[src/rtl/bcd_disp_sched_pkg.sv]
// Shared constants for the shared BCD/seven-segment display scheduler.
package bcd_disp_sched_pkg;

    typedef enum logic [1:0] {
        ST_IDLE = 2'b00,
        ST_CONV = 2'b01,
        ST_DONE = 2'b10
    } state_t;

    // Active-low segment patterns, bit 0 = segment a
    localparam logic [6:0] SEG_0     = 7'h40;
    localparam logic [6:0] SEG_1     = 7'h79;
    localparam logic [6:0] SEG_2     = 7'h24;
    localparam logic [6:0] SEG_3     = 7'h30;
    localparam logic [6:0] SEG_4     = 7'h19;
    localparam logic [6:0] SEG_5     = 7'h12;
    localparam logic [6:0] SEG_6     = 7'h02;
    localparam logic [6:0] SEG_7     = 7'h78;
    localparam logic [6:0] SEG_8     = 7'h00;
    localparam logic [6:0] SEG_9     = 7'h18;
    localparam logic [6:0] SEG_BLANK = 7'h7F;

    localparam logic [5:0] DIGIT_BASE = 6'd10;

endpackage

[src/rtl/bcd_disp_sched_seg7_pattern.sv]
// Decimal digit to active-low seven-segment pattern; non-decimal codes blank.
module seg7_pattern
    import bcd_disp_sched_pkg::*;
(
    input  logic [3:0] i_digit,
    output logic [6:0] o_seg
);

    // Pure lookup, digits 10..15 show nothing
    always_comb begin
        o_seg = SEG_BLANK;
        case (i_digit)
            4'd0:    o_seg = SEG_0;
            4'd1:    o_seg = SEG_1;
            4'd2:    o_seg = SEG_2;
            4'd3:    o_seg = SEG_3;
            4'd4:    o_seg = SEG_4;
            4'd5:    o_seg = SEG_5;
            4'd6:    o_seg = SEG_6;
            4'd7:    o_seg = SEG_7;
            4'd8:    o_seg = SEG_8;
            4'd9:    o_seg = SEG_9;
            default: o_seg = SEG_BLANK;
        endcase
    end

endmodule

[src/rtl/bcd_disp_sched.sv]
// N requesters share one subtract-10 binary-to-BCD converter and one pair of
// segment lookups; a round-robin arbiter picks who is served next.
module bcd_disp_sched
    import bcd_disp_sched_pkg::*;
#(
    parameter int N          = 4,
    parameter int CH_W       = 2,
    parameter int LEAD_BLANK = 0
) (
    input  logic                Clock,
    input  logic                Resetn,
    input  logic [N-1:0]        REQ,
    input  logic [6*N-1:0]      VAL,
    output logic [N-1:0]        ACK,
    output logic                BUSY,
    output logic [CH_W-1:0]     GNT_ID,
    output logic [14*N-1:0]     HEX
);

    state_t             r_state;
    state_t             w_next_state;

    logic [CH_W-1:0]    r_ptr;
    logic [CH_W-1:0]    r_gnt;
    logic [5:0]         r_rem;
    logic [2:0]         r_tens;
    logic [N-1:0]       r_ack;
    logic [14*N-1:0]    r_hex;

    logic               w_grant_valid;
    logic [CH_W-1:0]    w_grant_id;
    logic [CH_W-1:0]    w_scan_idx;
    logic [CH_W-1:0]    w_ptr_next;
    logic               w_grant;
    logic               w_conv_step;
    logic               w_conv_fin;
    logic [6:0]         w_tens_pat;
    logic [6:0]         w_ones_pat;
    logic [6:0]         w_tens_seg;

    // Round-robin search starting at r_ptr, wrapping at N
    always_comb begin
        w_grant_valid = 1'b0;
        w_grant_id    = '0;
        w_scan_idx    = r_ptr;
        for (int unsigned i = 0; i < N; i++) begin
            if (!w_grant_valid && REQ[w_scan_idx]) begin
                w_grant_valid = 1'b1;
                w_grant_id    = w_scan_idx;
            end
            w_scan_idx = (w_scan_idx == CH_W'(N - 1)) ? '0 : w_scan_idx + 1'b1;
        end
        w_ptr_next = (w_grant_id == CH_W'(N - 1)) ? '0 : w_grant_id + 1'b1;
    end

    // State register
    always_ff @(posedge Clock or negedge Resetn) begin
        if (!Resetn) begin
            r_state <= ST_IDLE;
        end else begin
            r_state <= w_next_state;
        end
    end

    // Next-state logic; REQ only matters in IDLE
    always_comb begin
        w_next_state = r_state;
        case (r_state)
            ST_IDLE: if (w_grant_valid) w_next_state = ST_CONV;
            ST_CONV: if (r_rem < DIGIT_BASE) w_next_state = ST_DONE;
            ST_DONE: w_next_state = ST_IDLE;
            default: w_next_state = ST_IDLE;
        endcase
    end

    // State-decoded control strobes
    always_comb begin
        w_grant     = (r_state == ST_IDLE) && w_grant_valid;
        w_conv_step = (r_state == ST_CONV) && (r_rem >= DIGIT_BASE);
        w_conv_fin  = (r_state == ST_CONV) && (r_rem <  DIGIT_BASE);
        BUSY        = (r_state != ST_IDLE);
    end

    seg7_pattern u_seg_tens (
        .i_digit (4'(r_tens)),
        .o_seg   (w_tens_pat)
    );

    // rem is below 10 whenever the ones pattern is consumed
    seg7_pattern u_seg_ones (
        .i_digit (r_rem[3:0]),
        .o_seg   (w_ones_pat)
    );

    // Optional blanking of a zero tens digit
    always_comb begin
        w_tens_seg = w_tens_pat;
        if ((LEAD_BLANK != 0) && (r_tens == 3'd0)) begin
            w_tens_seg = SEG_BLANK;
        end
    end

    // Grant capture, pointer advance and repeated subtract-10
    always_ff @(posedge Clock or negedge Resetn) begin
        if (!Resetn) begin
            r_ptr  <= '0;
            r_gnt  <= '0;
            r_rem  <= '0;
            r_tens <= '0;
        end else if (w_grant) begin
            r_rem  <= VAL[6*w_grant_id +: 6];
            r_tens <= '0;
            r_gnt  <= w_grant_id;
            r_ptr  <= w_ptr_next;
        end else if (w_conv_step) begin
            r_rem  <= r_rem - DIGIT_BASE;
            r_tens <= r_tens + 3'd1;
        end
    end

    // Display write and single-cycle acknowledge at the end of conversion
    always_ff @(posedge Clock or negedge Resetn) begin
        if (!Resetn) begin
            r_ack <= '0;
            r_hex <= '1;
        end else begin
            r_ack <= '0;
            if (w_conv_fin) begin
                r_ack[r_gnt]          <= 1'b1;
                r_hex[14*r_gnt +: 14] <= {w_tens_seg, w_ones_pat};
            end
        end
    end

    assign ACK    = r_ack;
    assign GNT_ID = r_gnt;
    assign HEX    = r_hex;

endmodule

[config.mk]
export PLATFORM = sky130hd
export DESIGN_NAME = bcd_disp_sched
export DESIGN_NICKNAME = d
export VERILOG_FILES = /design/src/rtl/bcd_disp_sched_pkg.sv /design/src/rtl/bcd_disp_sched_seg7_pattern.sv /design/src/rtl/bcd_disp_sched.sv
export SDC_FILE = /design/constraint.sdc
export NUM_CORES = 1
export LEC_CHECK = 0
export CELL_PAD_IN_SITES_DETAIL_PLACEMENT = 1
export CELL_PAD_IN_SITES_GLOBAL_PLACEMENT = 2
export CORE_ASPECT_RATIO = 1.5
export CORE_MARGIN = 4
export CORE_UTILIZATION = 31
export DETAILED_ROUTE_END_ITERATION = 8
export PLACE_DENSITY_LB_ADDON = 0.1
export SETUP_SLACK_MARGIN = 0.15
export SYNTH_ARGS = -nofsm -noshare
export SYNTH_HDL_FRONTEND = slang
export SYNTH_SLANG_ARGS = --single-unit
[constraint.sdc]
create_clock -name Clock -period 3.5 [get_ports Clock]
set_clock_uncertainty 0.05 [all_clocks]
set_input_delay 0.7 -clock Clock [delete_from_list [all_inputs] [get_ports Clock]]
set_output_delay 0.7 -clock Clock [all_outputs]
set_load 0.05 [all_outputs]
# Word-level counts from Yosys, hierarchy flattened
# Memories as Yosys holds them, arrays and structs flattened.
# Cells that the tools add are included.
# W data, S select, Z words.
# totals
memories	2
romBits	224
register_bits	75
output_inout_bits	63
inputBits	30
wordCells	81
# memory_table
memory	depth	word_bits	rd	rd_ports_with_merged_regs	write_ports	line	rtl
(no name shown)	16	7	1	0	0	bcd_disp_sched_seg7_pattern.sv:12	case (i_digit)
(no name shown)	16	7	1	0	0	bcd_disp_sched_seg7_pattern.sv:12	
# classes
n_addsub	7
n_eq_ne	7
magnitude_cmp	8
mux	31
n_shift	3
mul	2
n_reduce_logical	14
# ops
cell	count
$bwmux W56	1
$shift A14 B34 Y56 const A	1
$shiftx A14 B34 Y56	1
$neg A6 Y34	1
$shiftx A24 B6 Y6	1
$mux W2	10
$lt A2 B3 Y1 const B	5
$mux W6	2
$mux W1	9
$add A2 B1 Y2 const B	4
$bmux W1 S2	4
$eq A2 B2 Y1 const B	4
$logic_and A1 B1 Y1	7
$ge A6 B4 Y1 const B	1
$lt A6 B4 Y1 const B	1
$mux W3	2
$sub A6 B4 Y6 const B	1
$mul A3 B2 Y5 const A	1
$mul A2 B2 Y4 const A	1
$mux W4	1
$ne A2 B2 Y1 const B	2
$pmux W2 S2	1
$reduce_bool A2 Y1	2
$add A3 B1 Y3 const B	1
other kinds (6)	8

# Logic depth before layout (Yosys ltp)
# Gate-level depths: netlist of the first run.
# logic_depth
word_depth	15
mapped_depth	10
ltp_nobuf	8

# By module
# Synthesis of the first run repeated with hierarchy kept, for this count alone.
# unflattened
hier_cells	470
hier_area_um2	4411.7
# modules_own_cells
module	n_inst	cells_each	area_per_inst_um2	seq_area_each_um2
bcd_disp_sched	1	402	3935.0	1946.9
seg7_pattern at u_seg_tens	1	34	241.5	0.0
seg7_pattern at u_seg_ones	1	34	235.2	0.0

# Worst setup path after synthesis of the first run
# Ideal clock, no wire load.
# synth_timing
kind	register to register
from	register r_gnt[0] (netlist: GNT_ID[0])
to	register r_hex[47] (netlist: HEX[47])
setup_time_ps	63
t_arrival_ps	2879
slack_ps	508
required_time_ps	3387
path_buffers	4
synth_period_minus_slack_ps	2992
path_stages_with_launch	10
path_cell_list	dfrtp_1 -> clkbuf_1 -> inv_1 -> clkbuf_1 -> ha_1 -> clkbuf_1 -> clkbuf_1 -> a21oi_1 -> a211oi_1 -> a22o_1
# synth_via
elab_chain_len	4
elab_cells_between_ends	5
classes_between	add/sub: 1; mul: 1; shift: 2; mux: 1
# synth_lines
item	line	rtl
start, declared	bcd_disp_sched.sv:24	logic [CH_W-1:0] r_gnt;
start signal, assigned	bcd_disp_sched.sv:113	r_gnt <= w_grant_id;
$mul A3 B2 Y5 *	bcd_disp_sched.sv:130	r_hex[14*r_gnt +: 14] <= {w_tens_seg, w_ones_pat};
$neg A6 Y34 *	bcd_disp_sched.sv:130	
$shiftx A14 B34 Y56 or $shift A14 B34 Y56 (tied branches)	bcd_disp_sched.sv:130	
$bwmux W56 *	bcd_disp_sched.sv:130	
end signal, assigned by index	bcd_disp_sched.sv:130	
end, declared	bcd_disp_sched.sv:28	logic [14*N-1:0] r_hex;
# Mark *: on every way between the ends. The rest lies on a longest branch, timed or not.
# A chain may end at the register's enable or synchronous reset.

# Worst setup path in the final report of the first run
# layout_timing
from	register r_ptr[1]
to	register r_rem[2]
# layout_via
elab_chain_len	15
elab_cells_between_ends	36
classes_between	add/sub: 3; mul: 1; eq/ne: 3; shift: 1; mux: 20; reduce/logical: 8
# layout_lines
item	line	rtl
start, declared	bcd_disp_sched.sv:23	logic [CH_W-1:0] r_ptr;
start signal, assigned	bcd_disp_sched.sv:114	r_ptr <= w_ptr_next;
branches (longest 15 deep; another with $mul A2 B2 Y4)	n/a	
end signal, assigned	bcd_disp_sched.sv:111	r_rem <= VAL[6*w_grant_id +: 6];
end signal, assigned	bcd_disp_sched.sv:116	r_rem <= r_rem - DIGIT_BASE;
end, declared	bcd_disp_sched.sv:25	logic [5:0] r_rem;
# Parallel ways; which one is timed is not known. The select of a mux whose other input is x is not followed.

==> metrics list, run 1 <==
- The run finished with clean final reports.
- The worst register-to-register path has a depth of 7.
- Buffers from clock root to sink, at most: 2
* Number of maximum-capacitance violations: 0
* Top-area cell type share of the netlist area: 34.0%
- After Yosys synthesis, XOR and XNOR cells account for 0.809% of the synthesized area.
- After global routing the overflow that remains totals 0.
* Post-synthesis cell type with the largest combined area: sky130_fd_sc_hd__dfstp_2
- The clock tree synthesis step divided the H-tree into 3 levels.
- Mapped Avg Cell Area: 9.65 µm²
- Biggest area contributors in the synthesized netlist: sky130_fd_sc_hd__dfstp_2 (34%), sky130_fd_sc_hd__dfrtp_1 (11%), sky130_fd_sc_hd__ha_1 (6.1%), sky130_fd_sc_hd__nand2_1 (5.5%), sky130_fd_sc_hd__o21ai_0 (5.1%)
- The first global-routing pass estimated 21400 µm of wire.
- STA puts the critical path data arrival time at 2990 ps.
- TritonCTS built the clock tree.
* Fraction of synthesized area in multiplexers: 7.13%
* Setup TNS: 0 ps
- Synthesis produced a netlist with a net count of 500.
- Horizontal extent of the die: 105 µm
* Final Cycle Share: 81.5%
- Critical path capture point type: flop
- The detailed router finished its first iteration with 91 violations.
- The number of global-route vias before repair is 3973.
- Synthesized-area fraction occupied by ao, oa, aoi and oai cells: 22.6%
- Area Growth Syn to Fin: 32.9%
- Worst slew margin: 44.9%
- For this run, the leading register cell type out of synthesis is sky130_fd_sc_hd__dfstp_2.
* Buffer cell driving the clock tree root: sky130_fd_sc_hd__clkbuf_16
- Static timing analysis puts the maximum clock frequency at 350 MHz.
- Detail-routed net length per standard cell: 18.8 µm
- Across all layers, the routed design uses 3723 vias.
* Total CTS buffers: 9
- Tightest Hold Check Type: primary input to asynchronous set/reset pin
* Total I/O pin count: 93
* Layout Nets: 592
- The synthesized design contains 75 register bits.
* Hold Violations, Final: 0
* Gate Count Post-Synth: 449
* Adder and majority gate portion of the synthesized area: 6.07%
- Vias per std cell: 5.26
* Crit path kind: flop to flop
- Overall global routing resource usage: 16.9%
- In the synthesized netlist, the cells that appear most often are sky130_fd_sc_hd__nand2_1 (64), sky130_fd_sc_hd__dfstp_2 (56), sky130_fd_sc_hd__o21ai_0 (44), sky130_fd_sc_hd__nor2_1 (28), sky130_fd_sc_hd__a22o_1 (22).
- 0 antenna diodes ended up in the layout.
- Buffers placed on the I/O ports in this run total 92.
- Detailed-route DRC error count: 0
- Area enclosed by the die boundary: 0.0160 mm²
- The count of nets left with antenna violations once routing finished came out at 0.
- Yosys synthesis warning count: 0
- Number of distinct standard cells referenced by the synthesized netlist: 54
* Least-Margin Pin Slew: 826 ps
- The number of antenna violations at the first check in global routing was 0.
- Initial standard-cell utilization of the core: 31.9%
- Clock transition time at the flip-flop clock pins of the worst setup and hold paths: 60 ps
- Register area share after synthesis: 44.9%
- Largest driver fanout on the critical path: 10
- Among all cell types in the netlist, the one instantiated most often is sky130_fd_sc_hd__nand2_1.
* Shortest clock period the worst path allows after layout: 2850 ps
- The worst setup path is launched from a flop.
* Hold Buf Count CTS: 0
- Yosys mapped a number of flops with a built-in enable equal to 0.
- Synthesized cell area: 0.00433 mm²
* Clock latency at the later pin of the worst-skew pair: 340 ps
- Final setup violation count: 0
- Of the cells placed in the final design, the portion with a size suffix greater than 1 is 19.0%.
- HPWL reported at the end of detailed placement: 10100 µm
- The floorplan step defined a core boundary enclosing 0.0136 mm².
- For this design, the sink count on the clock tree is 75.
- Gates resized during post-CTS repair numbered 0.
* Post-CTS Repair Setup Buffers: 0
- Rows: 52
- After synthesis, the share of flip-flops with an asynchronous set or reset is 100%.
* Final count of pins violating max slew: 0
- Summing the areas of all and, or, nand and nor instances in the mapped netlist gives 14.3% of the synthesized area.
- Largest family of logic cells by synthesized area: compound AO/OA/AOI/OAI gates
* Largest net degree at the start of global routing: 48
- Measured along the y axis, the die boundary spans 153 µm.
- Setup repair after global routing left no endpoint under its margin.
- Total detailed-routing wirelength: 13300 µm
- Number of optimization iterations in the first detailed-route pass: 4
- For the worst setup path, the data required time is 3640 ps.
- The congestion estimate from routability-driven global placement came to 0.851.
[state kept, by name, indices dropped and copies added (netlist names)]
| name | flops |
|---|---|
| HEX | 56 |
| r_tens | 3 |
| r_state | 2 |
| r_ptr | 2 |
| ACK | 4 |
| r_rem | 6 |
| GNT_ID | 2 |
[path summary, 6_finish.rpt]
check | from | end | slack [ps]
setup / recovery | r_ptr[1]$_DFFE_PN0P_ | r_rem[2]$_DFFE_PN0P_ | 650
hold / removal | Resetn | r_tens[2]$_DFFE_PN0P_ | 370
setup reg to reg | r_ptr[1]$_DFFE_PN0P_ | r_rem[2]$_DFFE_PN0P_ | 650
hold reg to reg | HEX[11]$_DFFE_PN1P_ | HEX[11]$_DFFE_PN1P_ | 430
max in group asynchronous | Resetn | HEX[25]$_DFFE_PN1P_ | 2300
min in group Clock | HEX[11]$_DFFE_PN1P_ | HEX[11]$_DFFE_PN1P_ | 430
[worst max-delay path, stage by stage (launching register included)]
cell and delay [ps]:
sky130_fd_sc_hd__dfrtp_1 480, sky130_fd_sc_hd__ha_1 550, sky130_fd_sc_hd__mux2i_1 170, sky130_fd_sc_hd__mux2_2 320, sky130_fd_sc_hd__o211a_1 200, sky130_fd_sc_hd__or2_2 360, sky130_fd_sc_hd__nor2_1 400, sky130_fd_sc_hd__a221oi_1 170
[stage by stage]
step	cells	setup slack, ps	hold WS, ps	utilization, %	instance area [µm²]
after floorplan	449	508	354	-	4330
after global placement	692	387	412	40.2	5470
after detailed placement	692	284	421	40.2	5470
after CTS	708	629	390	42.3	5760
after global routing	708	340	422	42.3	5760
final	708	646	365	42.3	5760
[cells by family after synthesis]
family,after synthesis
AO/OA/AOI/OAI,143
flip-flops,75
multiplexers,27
adder cells (fa/ha/maj),21
AND/OR/NAND/NOR,136
buffers and inverters,43
XOR/XNOR,4
[final cells by class]
| cell class | instances | area, µm² |
|---|---|---|
| sequential | 75 | 1950 |
| tap | 162 | 203 |
| fill | 1563 | 7840 |
| inverter | 17 | 63.8 |
| clock buffer | 9 | 225 |
| clock inverter | 7 | 57.6 |
| multi-input combinational | 331 | 2210 |
| timing repair buffer | 107 | 1050 |
[layer usage]
layer / global-route usage, % / part of all wire (%)
met5: 0 / 0
met4: 4.31 / 0.89
met3: 2.97 / 3.4
met2: 32.5 / 56
met1: 18.9 / 40
[layout by cell type, fill, tap and decap left out, types with 2 or more instances in the layout]
master and instances:
sky130_fd_sc_hd__a211oi_1 3, sky130_fd_sc_hd__a21boi_0 4, sky130_fd_sc_hd__a21oi_1 19, sky130_fd_sc_hd__a221oi_1 7, sky130_fd_sc_hd__a22o_1 22, sky130_fd_sc_hd__a22oi_1 4, sky130_fd_sc_hd__and2_1 2, sky130_fd_sc_hd__and3_1 2
sky130_fd_sc_hd__buf_12 2, sky130_fd_sc_hd__buf_4 13, sky130_fd_sc_hd__clkbuf_16 9, sky130_fd_sc_hd__clkdlybuf4s50_1 91, sky130_fd_sc_hd__clkinvlp_4 2, sky130_fd_sc_hd__dfrtp_1 19, sky130_fd_sc_hd__dfstp_2 56, sky130_fd_sc_hd__ha_1 21
sky130_fd_sc_hd__inv_1 17, sky130_fd_sc_hd__inv_6 3, sky130_fd_sc_hd__mux2_2 7, sky130_fd_sc_hd__mux2i_1 17, sky130_fd_sc_hd__mux4_2 2, sky130_fd_sc_hd__nand2_1 64, sky130_fd_sc_hd__nand2b_1 9, sky130_fd_sc_hd__nand3_1 8
sky130_fd_sc_hd__nand3b_1 2, sky130_fd_sc_hd__nor2_1 28, sky130_fd_sc_hd__nor2b_1 7, sky130_fd_sc_hd__nor3_1 4, sky130_fd_sc_hd__nor4_1 2, sky130_fd_sc_hd__o211a_1 2, sky130_fd_sc_hd__o211ai_1 2, sky130_fd_sc_hd__o21a_1 4
sky130_fd_sc_hd__o21ai_0 44, sky130_fd_sc_hd__o22a_1 2, sky130_fd_sc_hd__o311a_1 3, sky130_fd_sc_hd__o31ai_1 13, sky130_fd_sc_hd__o41ai_1 3, sky130_fd_sc_hd__or2_2 3, sky130_fd_sc_hd__xnor2_1 4
Power of run 1 is not shown: default switching activity piles up to over one toggle a cycle in this logic, so the estimate is an artifact.
==> inputs of run 2 (changes only) <==
==> constraint.sdc (replaced) <==
create_clock -name Clock -period 2.7 [get_ports Clock]
set_clock_uncertainty 0.05 [all_clocks]
set_input_delay 0.54 -clock Clock [delete_from_list [all_inputs] [get_ports Clock]]
set_output_delay 0.54 -clock Clock [all_outputs]
set_load 0.05 [all_outputs]
==> run 2 against run 1 <==
Critical path depth unchanged. Cell area increased by 4.3%. Die area unchanged. Fmax is 16% higher. Register-to-register slack lost 400 ps. Utilization grew 1.8 points. Sequential share of layout area down 1.4 points. Non-clock buffer count grew 28. Global-route usage is 0.17 points higher. Flip-flop and latch count did not move. Critical endpoint is now r_rem[0]$_DFFE_PN0P_.
==> metrics list, run 2 (synthesis results as in run 1) <==
- PortBufs: 92 (unchanged)
- The worst-case headroom to the max-slew limit came to 58.7% (was 44.9%).
- The final setup TNS came to 0 ps (unchanged).
* Via count of the first global-routing pass: 4149 (was 3973)
* Largest net degree at the start of global routing: 76 (was 48)
- Tightest Hold Check Type: primary input to asynchronous set/reset pin (unchanged)
* Area Growth Syn to Fin: 38.6% (was 32.9%)
* Launching element type of the critical path: flop (unchanged)
- Overall global routing resource usage: 17.1% (was 16.9%)
- Buffer cell driving the clock tree root: sky130_fd_sc_hd__clkbuf_16 (unchanged)
- The number of flip-flops under the largest register name was 56 (unchanged).
* Floorplan Core Area: 0.0136 mm² (unchanged)
- The number of antenna violations at the first check in global routing came to 0 (unchanged).
- Clock transition time at the flip-flop clock pins of the worst setup and hold paths: 60 ps (about the same)
* Number of maximum-capacitance violations: 0 (unchanged)
- The worst-skew pair later-pin latency is 340 ps (about the same).
- Critical path capture point type: flop (unchanged)
* Detail-routed net length per standard cell: 18.3 µm (was 18.8 µm)
- Final count of pins violating max slew: 0 (unchanged)
* Crit path kind: flop to flop (unchanged)
- Antenna fix cells: 0 (unchanged)
- First-pass GRT wire length: 21800 µm (was 21400 µm)
- The length of the first detailed-routing pass in iterations came to 4 (unchanged).
- Start of the worst register-to-register path: r_ptr[1]$_DFFE_PN0P_ (unchanged)
- The minimum setup slack in the final design was 245 ps (was 646 ps).
* Total I/O pin count: 93 (unchanged)
- The remaining design rule violation count came to 0 (unchanged).
* Via count of the routed design: 3842 (was 3723)
- Core Util, Final: 44.1% (was 42.3%)
- Clock tree from TritonCTS: yes (unchanged)
- The clock tree buffer depth came to 2 (unchanged).
* HPWL reported at the end of detailed placement: 10300 µm (was 10100 µm)
* Run status: finished clean (unchanged)
- Area enclosed by the die boundary: 0.0160 mm² (unchanged)
* Initial standard-cell utilization of the core: 31.9% (unchanged)
- The highest achievable clock rate came to 407 MHz (was 350 MHz).
* Leading cell type in the layout, fill and taps excluded: sky130_fd_sc_hd__clkdlybuf4s50_1 (unchanged)
* Worst setup path startpoint: r_ptr[1]$_DFFE_PN0P_ (unchanged)
- The number of endpoints with negative hold slack in the final report is 0 (unchanged).
* Layout Nets: 620 (was 592)
* Crit path arrival time: 2630 ps (was 2990 ps)
- The total wire length is 13500 µm (was 13300 µm).
* Y dimension of the die: 153 µm (unchanged)
- Rows: 52 (unchanged)
- The share of final-layout standard cells stronger than drive strength 1 came to 24.0% (was 19.0%).
- Unrepaired setup endpoints after global routing: false (unchanged).
* Final setup violation count: 0 (unchanged)
* Data required time at the worst endpoint: 2870 ps (was 3640 ps)
- Most frequent cells in the layout: sky130_fd_sc_hd__clkdlybuf4s50_1 (90), sky130_fd_sc_hd__nand2_1 (64), sky130_fd_sc_hd__dfstp_2 (56) (was sky130_fd_sc_hd__clkdlybuf4s50_1 (91), sky130_fd_sc_hd__nand2_1 (64), sky130_fd_sc_hd__dfstp_2 (56)).
- The post-place setup slack was -103 ps (was 284 ps).
- The die width was 105 µm (unchanged).
- Starting DRT DRC Count: 105 (was 91)
- H-Tree Depth: 3 (unchanged)
- The time the worst path needs with I/O delays and setup was 2450 ps (was 2850 ps).
* Post-route antenna net violation count: 0 (unchanged)
* Least-Margin Pin Slew: 613 ps (was 826 ps)
- Routability congestion estimate from global placement: 0.749 (was 0.851)
* Largest driver fanout on the critical path: 6 (was 10)
* Overflow left after global routing: 0 (unchanged)
* Final Cycle Share: 90.9% (was 81.5%)
- The clock sink total is 75 (unchanged).
* Vias per std cell: 5.22 (was 5.26)
* Total CTS buffers: 9 (unchanged)
[run 2: path summary, 6_finish.rpt]
check                                             to  slack, ps  cells past startpoint
worst max-delay path            r_rem[0]$_DFFE_PN0P_        250                      7
min in group Clock               HEX[11]$_DFFE_PN1P_        420                      2
worst min register to register   HEX[11]$_DFFE_PN1P_        420                      2
worst max register to register  r_rem[0]$_DFFE_PN0P_        250                      7
max in group asynchronous         HEX[9]$_DFFE_PN1P_       2040                      2
worst min-delay path                ACK[0]$_DFF_PN0_        170                      2
[run 2: cell type report]
type | instances | area, µm²
repair buffers | 135 | 1260
clock buffers | 9 | 225
flip-flops and latches | 75 | 1950
fillers | 1562 | 7600
multi-input cells | 331 | 2220
well taps | 162 | 203
inverters | 17 | 63.8
clock inverters | 7 | 82.6
[run 2: repair_timing]
action,in CTS,in global routing
buffers inserted,0,0
gates resized for setup,1,8
endpoints found under the setup margin,3,22
hold buffers,0,0
[run 2: routing by layer]
layer	track usage, %	vias to the layer above	share of wire (%)
met5	0	-	0
met4	7.41	0	2.9
met3	3.09	20	3.5
met2	32.6	81	54
met1	17.9	1880	39
li1	-	1861	-
[run 2: metrics by stage]
stage	std cells	instance area (µm²)	hold slack (ps)
after CTS	736	5980	191
after global placement	720	5670	413
after floorplan	449	4350	194
after global routing	736	6000	217
final	736	6000	175
after detailed placement	720	5670	418
[run 2: worst max-delay path: stages (launching register included)]
cell                       delay [ps]
sky130_fd_sc_hd__dfrtp_1          390
sky130_fd_sc_hd__ha_2             350
sky130_fd_sc_hd__nor2b_1          170
sky130_fd_sc_hd__o311a_1          280
sky130_fd_sc_hd__o211ai_1         230
sky130_fd_sc_hd__and2_4           230
sky130_fd_sc_hd__mux2_4           300
sky130_fd_sc_hd__a221o_1          340
Power of run 2 is left out for the same reason.
